`src/rtl/mc_pkg.sv`:
```
// Shared types and encodings for the multicycle controller.
// Enabling macro MC_CTRL_HS_JAL_JR_EN adds the JAL and JR states.
package mc_pkg;

    typedef enum logic [3:0] {
        FETCH  = 4'd0,
        DECODE = 4'd1,
        MEMADR = 4'd2,
        MEMRD  = 4'd3,
        MEMWB  = 4'd4,
        MEMWR  = 4'd5,
        RTEXE  = 4'd6,
        RTWB   = 4'd7,
        IEXE   = 4'd8,
        IWB    = 4'd9,
        BRANCH = 4'd10,
        JUMP   = 4'd11,
`ifdef MC_CTRL_HS_JAL_JR_EN
        JAL    = 4'd12,
        JR     = 4'd13,
`endif
        TRAP   = 4'd14
    } state_t;

    localparam logic [5:0] OP_RTYPE = 6'h00;
    localparam logic [5:0] OP_J     = 6'h02;
    localparam logic [5:0] OP_JAL   = 6'h03;
    localparam logic [5:0] OP_BEQ   = 6'h04;
    localparam logic [5:0] OP_BNE   = 6'h05;
    localparam logic [5:0] OP_ADDI  = 6'h08;
    localparam logic [5:0] OP_ORI   = 6'h0D;
    localparam logic [5:0] OP_LW    = 6'h23;
    localparam logic [5:0] OP_SW    = 6'h2B;

    localparam logic [5:0] FN_JR  = 6'h08;
    localparam logic [5:0] FN_ADD = 6'h20;
    localparam logic [5:0] FN_SUB = 6'h22;
    localparam logic [5:0] FN_AND = 6'h24;
    localparam logic [5:0] FN_OR  = 6'h25;
    localparam logic [5:0] FN_SLT = 6'h2A;

    localparam logic [2:0] ALU_NONE  = 3'd0;
    localparam logic [2:0] ALU_ADD   = 3'd1;
    localparam logic [2:0] ALU_SUB   = 3'd2;
    localparam logic [2:0] ALU_AND   = 3'd3;
    localparam logic [2:0] ALU_OR    = 3'd4;
    localparam logic [2:0] ALU_SLT   = 3'd5;
    localparam logic [2:0] ALU_PASSA = 3'd6;

    localparam logic [1:0] PC_ALU    = 2'b00;
    localparam logic [1:0] PC_ALUOUT = 2'b01;
    localparam logic [1:0] PC_JUMP   = 2'b10;

    localparam logic [1:0] SRCB_REG    = 2'b00;
    localparam logic [1:0] SRCB_FOUR   = 2'b01;
    localparam logic [1:0] SRCB_IMM    = 2'b10;
    localparam logic [1:0] SRCB_BRANCH = 2'b11;

    localparam logic [1:0] GPR_RD = 2'b00;
    localparam logic [1:0] GPR_RT = 2'b01;
    localparam logic [1:0] GPR_RA = 2'b10;

    localparam logic [1:0] WD_ALU = 2'b00;
    localparam logic [1:0] WD_MEM = 2'b01;
    localparam logic [1:0] WD_PC  = 2'b10;

    function automatic logic is_req_state(input state_t s);
        return (s == FETCH) || (s == MEMRD) || (s == MEMWR);
    endfunction

endpackage

```
`src/rtl/mc_wait_timer.sv`:
```
// Memory wait counter: counts stalled request cycles and flags the cycle
// in which the count would reach TO_CYCLES.
module mc_wait_timer #(
    parameter int unsigned TO_CYCLES = 15
) (
    input  logic clk,
    input  logic rst,
    input  logic clr_i,
    input  logic req_i,
    input  logic ready_i,
    output logic timeout_o
);

    localparam logic [7:0] TO_MAX  = 8'(TO_CYCLES);
    localparam logic [7:0] TO_LAST = 8'(TO_CYCLES - 1);

    logic [7:0] count_q, count_d;

    always_comb begin
        count_d = count_q;
        if (clr_i || ready_i) begin
            count_d = '0;
        end else if (req_i && (count_q != TO_MAX)) begin
            count_d = count_q + 8'd1;
        end
    end

    always_ff @(posedge clk or negedge rst) begin
        if (!rst) begin
            count_q <= '0;
        end else begin
            count_q <= count_d;
        end
    end

    // Flag one cycle early so the FSM moves to TRAP as the count hits the limit.
    assign timeout_o = req_i && !ready_i && (count_q >= TO_LAST);

endmodule

```
`src/rtl/mc_ctrl_hs.sv`:
```
// Multicycle datapath controller with memory handshake and timeout trap.
// Macro MC_CTRL_HS_JAL_JR_EN enables the jal and jr instructions.
module mc_ctrl_hs
    import mc_pkg::*;
#(
    parameter int unsigned TO_CYCLES = 15,
    parameter int unsigned ALUOP_W   = 4
) (
    input  logic               clk,
    input  logic               rst,
    input  logic [5:0]         Op,
    input  logic [5:0]         Funct,
    input  logic               Zero,
    input  logic               mem_ready,
    output logic               mem_req,
    output logic               PCWrite,
    output logic               IRWrite,
    output logic               RegWrite,
    output logic               MemWrite,
    output logic               EXTOp,
    output logic               IorD,
    output logic               ALUSrcA,
    output logic [ALUOP_W-1:0] ALUOp,
    output logic [1:0]         PCSource,
    output logic [1:0]         ALUSrcB,
    output logic [1:0]         GPRSel,
    output logic [1:0]         WDSel,
    output logic               trap,
    output logic [3:0]         state_o
);

    state_t     state_q, state_d;
    logic [2:0] alu_sel;
    logic       timeout;
    logic       req_state;
    logic       enter_req;

    assign req_state = is_req_state(state_q);
    assign enter_req = is_req_state(state_d) && (state_d != state_q);

    mc_wait_timer #(.TO_CYCLES(TO_CYCLES)) u_timer (
        .clk      (clk),
        .rst      (rst),
        .clr_i    (enter_req),
        .req_i    (req_state),
        .ready_i  (mem_ready),
        .timeout_o(timeout)
    );

    always_ff @(posedge clk or negedge rst) begin
        if (!rst) begin
            state_q <= FETCH;
        end else begin
            state_q <= state_d;
        end
    end

    always_comb begin
        state_d  = state_q;
        mem_req  = 1'b0;
        PCWrite  = 1'b0;
        IRWrite  = 1'b0;
        RegWrite = 1'b0;
        MemWrite = 1'b0;
        EXTOp    = 1'b0;
        IorD     = 1'b0;
        ALUSrcA  = 1'b0;
        alu_sel  = ALU_NONE;
        PCSource = PC_ALU;
        ALUSrcB  = SRCB_REG;
        GPRSel   = GPR_RD;
        WDSel    = WD_ALU;
        trap     = 1'b0;
        case (state_q)
            FETCH: begin
                mem_req = 1'b1;
                if (mem_ready) begin
                    PCWrite = 1'b1;
                    IRWrite = 1'b1;
                    ALUSrcB = SRCB_FOUR;
                    alu_sel = ALU_ADD;
                    state_d = DECODE;
                end else if (timeout) begin
                    state_d = TRAP;
                end
            end
            DECODE: begin
                ALUSrcB = SRCB_BRANCH;
                alu_sel = ALU_ADD;
                case (Op)
                    OP_LW, OP_SW:    state_d = MEMADR;
`ifdef MC_CTRL_HS_JAL_JR_EN
                    OP_RTYPE:        state_d = (Funct == FN_JR) ? JR : RTEXE;
                    OP_JAL:          state_d = JAL;
`else
                    OP_RTYPE:        state_d = (Funct == FN_JR) ? TRAP : RTEXE;
`endif
                    OP_ADDI, OP_ORI: state_d = IEXE;
                    OP_BEQ, OP_BNE:  state_d = BRANCH;
                    OP_J:            state_d = JUMP;
                    default:         state_d = TRAP;
                endcase
            end
            MEMADR: begin
                ALUSrcA = 1'b1;
                ALUSrcB = SRCB_IMM;
                EXTOp   = 1'b1;
                alu_sel = ALU_ADD;
                state_d = (Op == OP_LW) ? MEMRD : MEMWR;
            end
            MEMRD: begin
                mem_req = 1'b1;
                IorD    = 1'b1;
                if (mem_ready)    state_d = MEMWB;
                else if (timeout) state_d = TRAP;
            end
            MEMWB: begin
                RegWrite = 1'b1;
                GPRSel   = GPR_RT;
                WDSel    = WD_MEM;
                state_d  = FETCH;
            end
            MEMWR: begin
                mem_req  = 1'b1;
                IorD     = 1'b1;
                MemWrite = mem_ready;
                if (mem_ready)    state_d = FETCH;
                else if (timeout) state_d = TRAP;
            end
            RTEXE: begin
                ALUSrcA = 1'b1;
                ALUSrcB = SRCB_REG;
                state_d = RTWB;
                case (Funct)
                    FN_ADD:  alu_sel = ALU_ADD;
                    FN_SUB:  alu_sel = ALU_SUB;
                    FN_AND:  alu_sel = ALU_AND;
                    FN_OR:   alu_sel = ALU_OR;
                    FN_SLT:  alu_sel = ALU_SLT;
                    default: state_d = TRAP;
                endcase
            end
            RTWB: begin
                RegWrite = 1'b1;
                state_d  = FETCH;
            end
            IEXE: begin
                ALUSrcA = 1'b1;
                ALUSrcB = SRCB_IMM;
                EXTOp   = (Op == OP_ADDI);
                alu_sel = (Op == OP_ADDI) ? ALU_ADD : ALU_OR;
                state_d = IWB;
            end
            IWB: begin
                RegWrite = 1'b1;
                GPRSel   = GPR_RT;
                state_d  = FETCH;
            end
            BRANCH: begin
                ALUSrcA  = 1'b1;
                alu_sel  = ALU_SUB;
                PCSource = PC_ALUOUT;
                PCWrite  = (Op == OP_BEQ) ? Zero : ~Zero;
                state_d  = FETCH;
            end
            JUMP: begin
                PCWrite  = 1'b1;
                PCSource = PC_JUMP;
                state_d  = FETCH;
            end
`ifdef MC_CTRL_HS_JAL_JR_EN
            JAL: begin
                PCWrite  = 1'b1;
                PCSource = PC_JUMP;
                RegWrite = 1'b1;
                GPRSel   = GPR_RA;
                WDSel    = WD_PC;
                state_d  = FETCH;
            end
            JR: begin
                ALUSrcA  = 1'b1;
                alu_sel  = ALU_PASSA;
                PCWrite  = 1'b1;
                state_d  = FETCH;
            end
`endif
            TRAP: trap = 1'b1;
            default: state_d = TRAP;
        endcase
        // Outputs are forced low while reset is held; next state is left ungated.
        if (!rst) begin
            mem_req  = 1'b0;
            PCWrite  = 1'b0;
            IRWrite  = 1'b0;
            RegWrite = 1'b0;
            MemWrite = 1'b0;
            EXTOp    = 1'b0;
            IorD     = 1'b0;
            ALUSrcA  = 1'b0;
            alu_sel  = ALU_NONE;
            PCSource = '0;
            ALUSrcB  = '0;
            GPRSel   = '0;
            WDSel    = '0;
            trap     = 1'b0;
        end
    end

    assign ALUOp   = ALUOP_W'(alu_sel);
    assign state_o = state_q;

endmodule

```
`config.mk`:
```
export PLATFORM = sky130hd
export DESIGN_NAME = mc_ctrl_hs
export DESIGN_NICKNAME = d
export VERILOG_FILES = /design/src/rtl/mc_pkg.sv /design/src/rtl/mc_wait_timer.sv /design/src/rtl/mc_ctrl_hs.sv
export SDC_FILE = /design/constraint.sdc
export NUM_CORES = 1
export LEC_CHECK = 0
export CORE_ASPECT_RATIO = 0.5
export CORE_UTILIZATION = 30
export DETAILED_ROUTE_END_ITERATION = 8
export PLACE_DENSITY = 0.56
export REMOVE_ABC_BUFFERS = 1
export SLEW_MARGIN = 20
export SYNTH_ARGS = -nofsm -noshare
export SYNTH_HDL_FRONTEND = slang
export SYNTH_HIERARCHICAL = 1
export SYNTH_SLANG_ARGS = --single-unit
```
`constraint.sdc`:
```
create_clock -name clk -period 3.4 [get_ports clk]
set_input_delay 0.68 -clock clk [delete_from_list [all_inputs] [get_ports clk]]
set_output_delay 0.68 -clock clk [all_outputs]
set_load 0.01 [all_outputs]
```
==> out/results.tsv <==
stage	metric	value	unit
synthesis	syn_area_per_cell	7.32	um2
synthesis	synthesized area	0.00152	mm2
routing	vias	1675	
sta	skew final	0.00450	ns
sta	period utilisation layout	0.981	
synthesis	distinct cell type count after synthesis	61	
finish	layout cells sized above 1	0.162	
clock_tree	clk buf depth	2	
die	DIE AREA	0.00536	mm2
sta	min cycle time layout	3.34	ns
die	Top Ports	41	
grt	met3 Use GR	0.0200	
placement	HPWL Detailed	3.28	mm
placement	Port Buffers	37	
routing	vias per cell	5.25	
die	Initial Util	0.328	
setup_path	critical path type	input port to primary output	
routing	WL final	4.32	mm
placement	placed inst area	0.00204	mm2
clock_tree	CTS tree	built	
sta	Final Max Slew Viols	0	
synthesis	Ys Warns	6	
setup_path	CP arrival	2.66	ns
grt	M2 GR Usage	0.267	
grt	Global Route met1 Usage	0.248	
synthesis	Mapped Cells	207	
grt	GRT Max-Usage Layer	met2	
finish	Filler cells	477	
setup_path	CP Capture Type	primary output	
sta	final setup vio count	0	
routing	wire per inst	13.5	um
finish	Syn-to-layout area delta	38.4	%
power	Worst VDD drop	0.0000966	V
setup_path	critical path fanouts, max	3	
sta	RSZ-0062 raised after global routing	true	
grt	first-pass GRT wire length	7.06	mm
grt	largest net degree at the start of global routing	27	
die	FP Rows	17	
setup_path	CP startpoint kind	input port	
finish	Final #Nets	273	
power	pwr dens	161	mW/mm2
synthesis	EDFF count, synth	0	
clock_tree	post-cts gate resize count	1	
synthesis	Seq/Total Area, Yosys	0.198	
finish	post-route design area	0.00210	mm2
clock_tree	clk_lat worst skew	0.24	ns
die	Die Ht	52.3	um
sta	Final Hold Viols	0	
sta	final setup TNS	0	ns
grt	Global Route Usage Sum	0.170	
clock_tree	H-tree levels	1	
run	# Max-Cap Violations	0	
grt	vias in the first global route	1493	
routing	DR DRC count	0	
die	Die Width	103	um
setup_path	CP Data Required Time	2.72	ns
synthesis	synthesized flop and latch total	12	
clock_tree	hold buffers post-CTS	0	
clock_tree	CTS sink cnt	12	
synthesis	most used flip-flop cell after synthesis	dfrtp_1	
grt	grt total ovfl	0	
synthesis	Async SR Flop Fraction	1.00	
die	core outline area	0.00462	mm2
routing	DR iter-0 viols	48	
clock_tree	setup bufs post-CTS	0	
routing	DRT antenna net count	0	
finish	n_diodes	0	
sta	highest clock rate	0.300	GHz
grt	initial antenna violation count	0	
routing	drt pass-1 iters	4	
clock_tree	register clock-pin slew on the reported worst setup and hold paths	0.05	ns
clock_tree	CTS root buf	clkbuf_8	
run_status	status	finished, final reports clean	
placement	GP Congestion	0.834	
power	leak pwr	0.753	nW
min_path	Worst Hold Class	register to register	
clock_tree	clock buffer count from CTS	3	
state kept, by name (all words and copies together), names as in the netlist:
signal / count
u_timer/count_q: 8
state_o: 4
cells in the mapped netlist, types with 2 or more instances:
| library cell | n | share of area |
|---|---|---|
| o211ai_1 | 3 | 0.015 |
| mux2i_1 | 4 | 0.026 |
| o311ai_0 | 2 | 0.012 |
| or2_2 | 2 | 0.0083 |
| and2_1 | 2 | 0.0083 |
| nor2_1 | 20 | 0.050 |
| buf_2 | 5 | 0.017 |
| nand2b_1 | 8 | 0.033 |
| ha_1 | 2 | 0.017 |
| nor4_1 | 5 | 0.021 |
| nor2b_1 | 7 | 0.029 |
| nor3_1 | 5 | 0.017 |
| a31oi_1 | 4 | 0.017 |
| buf_4 | 3 | 0.015 |
| dfrtp_1 | 12 | 0.20 |
| inv_1 | 8 | 0.020 |
| a221oi_1 | 2 | 0.012 |
| xnor2_1 | 2 | 0.012 |
| clkbuf_1 | 5 | 0.012 |
| a211oi_1 | 4 | 0.020 |
| nand3b_1 | 4 | 0.020 |
| a21oi_1 | 17 | 0.056 |
| xor2_1 | 2 | 0.012 |
| mux2_2 | 2 | 0.015 |
| o21ai_0 | 12 | 0.040 |
| nand2_1 | 23 | 0.057 |
| nor3b_2 | 2 | 0.017 |
| or3_1 | 4 | 0.017 |
| nand3_1 | 4 | 0.013 |
worst max-delay path, stage by stage:
cell and delay (ns):
clkdlybuf4s50_1 0.41, or2_1 0.28, nor4_1 0.30, xnor2_1 0.18, o211ai_1 0.11, a21oi_1 0.14
clkdlybuf4s50_1 0.55
power by group:
| part | internal, W | switching, W | total, W | leakage, nW |
|---|---|---|---|---|
| clock network | 0.0000777 | 0.0000475 | 0.000125 | 0.0216 |
| registers | 0.000143 | 0.000000000000000000220 | 0.000143 | 0.152 |
| logic | 0.0000346 | 0.0000340 | 0.0000686 | 0.579 |
routing by layer:
metal	wire length (um)	share of wire
met1	2260	0.52
met2	1920	0.44
met3	108	0.025
met4	27	0.0063
met5	0	0
path summary, 6_finish.rpt:
path | slack [ns] | end | startpoint | cells past startpoint
setup reg to reg | 0.35 | u_timer/count_q[2]$_DFFE_PN0P_ | state_o[1]$_DFF_PN0_ | 13
setup / recovery | 0.06 | PCWrite | Op[5] | 7
max in group asynchronous | 2.24 | u_timer/count_q[6]$_DFFE_PN0P_ | rst | 2
hold reg to reg | 0.58 | u_timer/count_q[4]$_DFFE_PN0P_ | u_timer/count_q[4]$_DFFE_PN0P_ | 2
hold / removal | 0.58 | u_timer/count_q[4]$_DFFE_PN0P_ | u_timer/count_q[4]$_DFFE_PN0P_ | 2
min in group asynchronous | 0.97 | u_timer/count_q[1]$_DFFE_PN0P_ | rst | 2
layout by cell type, fill, tap and decap left out, types with 7 or more instances in the layout:
cell / instances
buf_4: 19
clkdlybuf4s50_1: 35
nor2b_1: 7
dfrtp_1: 12
inv_1: 8
nor2_1: 20
nand2_1: 23
nand2b_1: 8
a21oi_1: 17
o21ai_0: 12
area by class of cell:
cell class                      count  area [um2]  share of cell area
Multi-Input combinational cell    174        1130               0.538
Timing Repair Buffer               56         514               0.245
Sequential cell                    12         300               0.143
Tap cell                           66        82.6              0.0394
Clock buffer                        3        41.3              0.0197
Inverter                            8        30.0              0.0143
metrics by stage:
step	setup WS [ns]	util	hold WS, ns	std cells	power (W)
6_report	0.0645	0.454	0.583	319	0.000337
5_1_grt	-0.0458	0.454	0.602	319	0.000358
3_5_place_dp	0.0377	0.443	0.578	316	0.000213
4_1_cts	0.0579	0.451	0.587	319	0.000342
2_1_floorplan	-0.109	-	0.384	194	0.000169
3_3_place_gp	0.00530	0.443	0.556	316	0.000212
logic make-up after synthesis:
family / share of synthesized area
simple gates: 0.405
compound gates: 0.234
buf+inv: 0.0694
flops: 0.198
mux: 0.0512
xor+xnor: 0.0231
fa+ha+maj: 0.0165
other cells: 0.00247
Power figures use the tool's default switching activity.
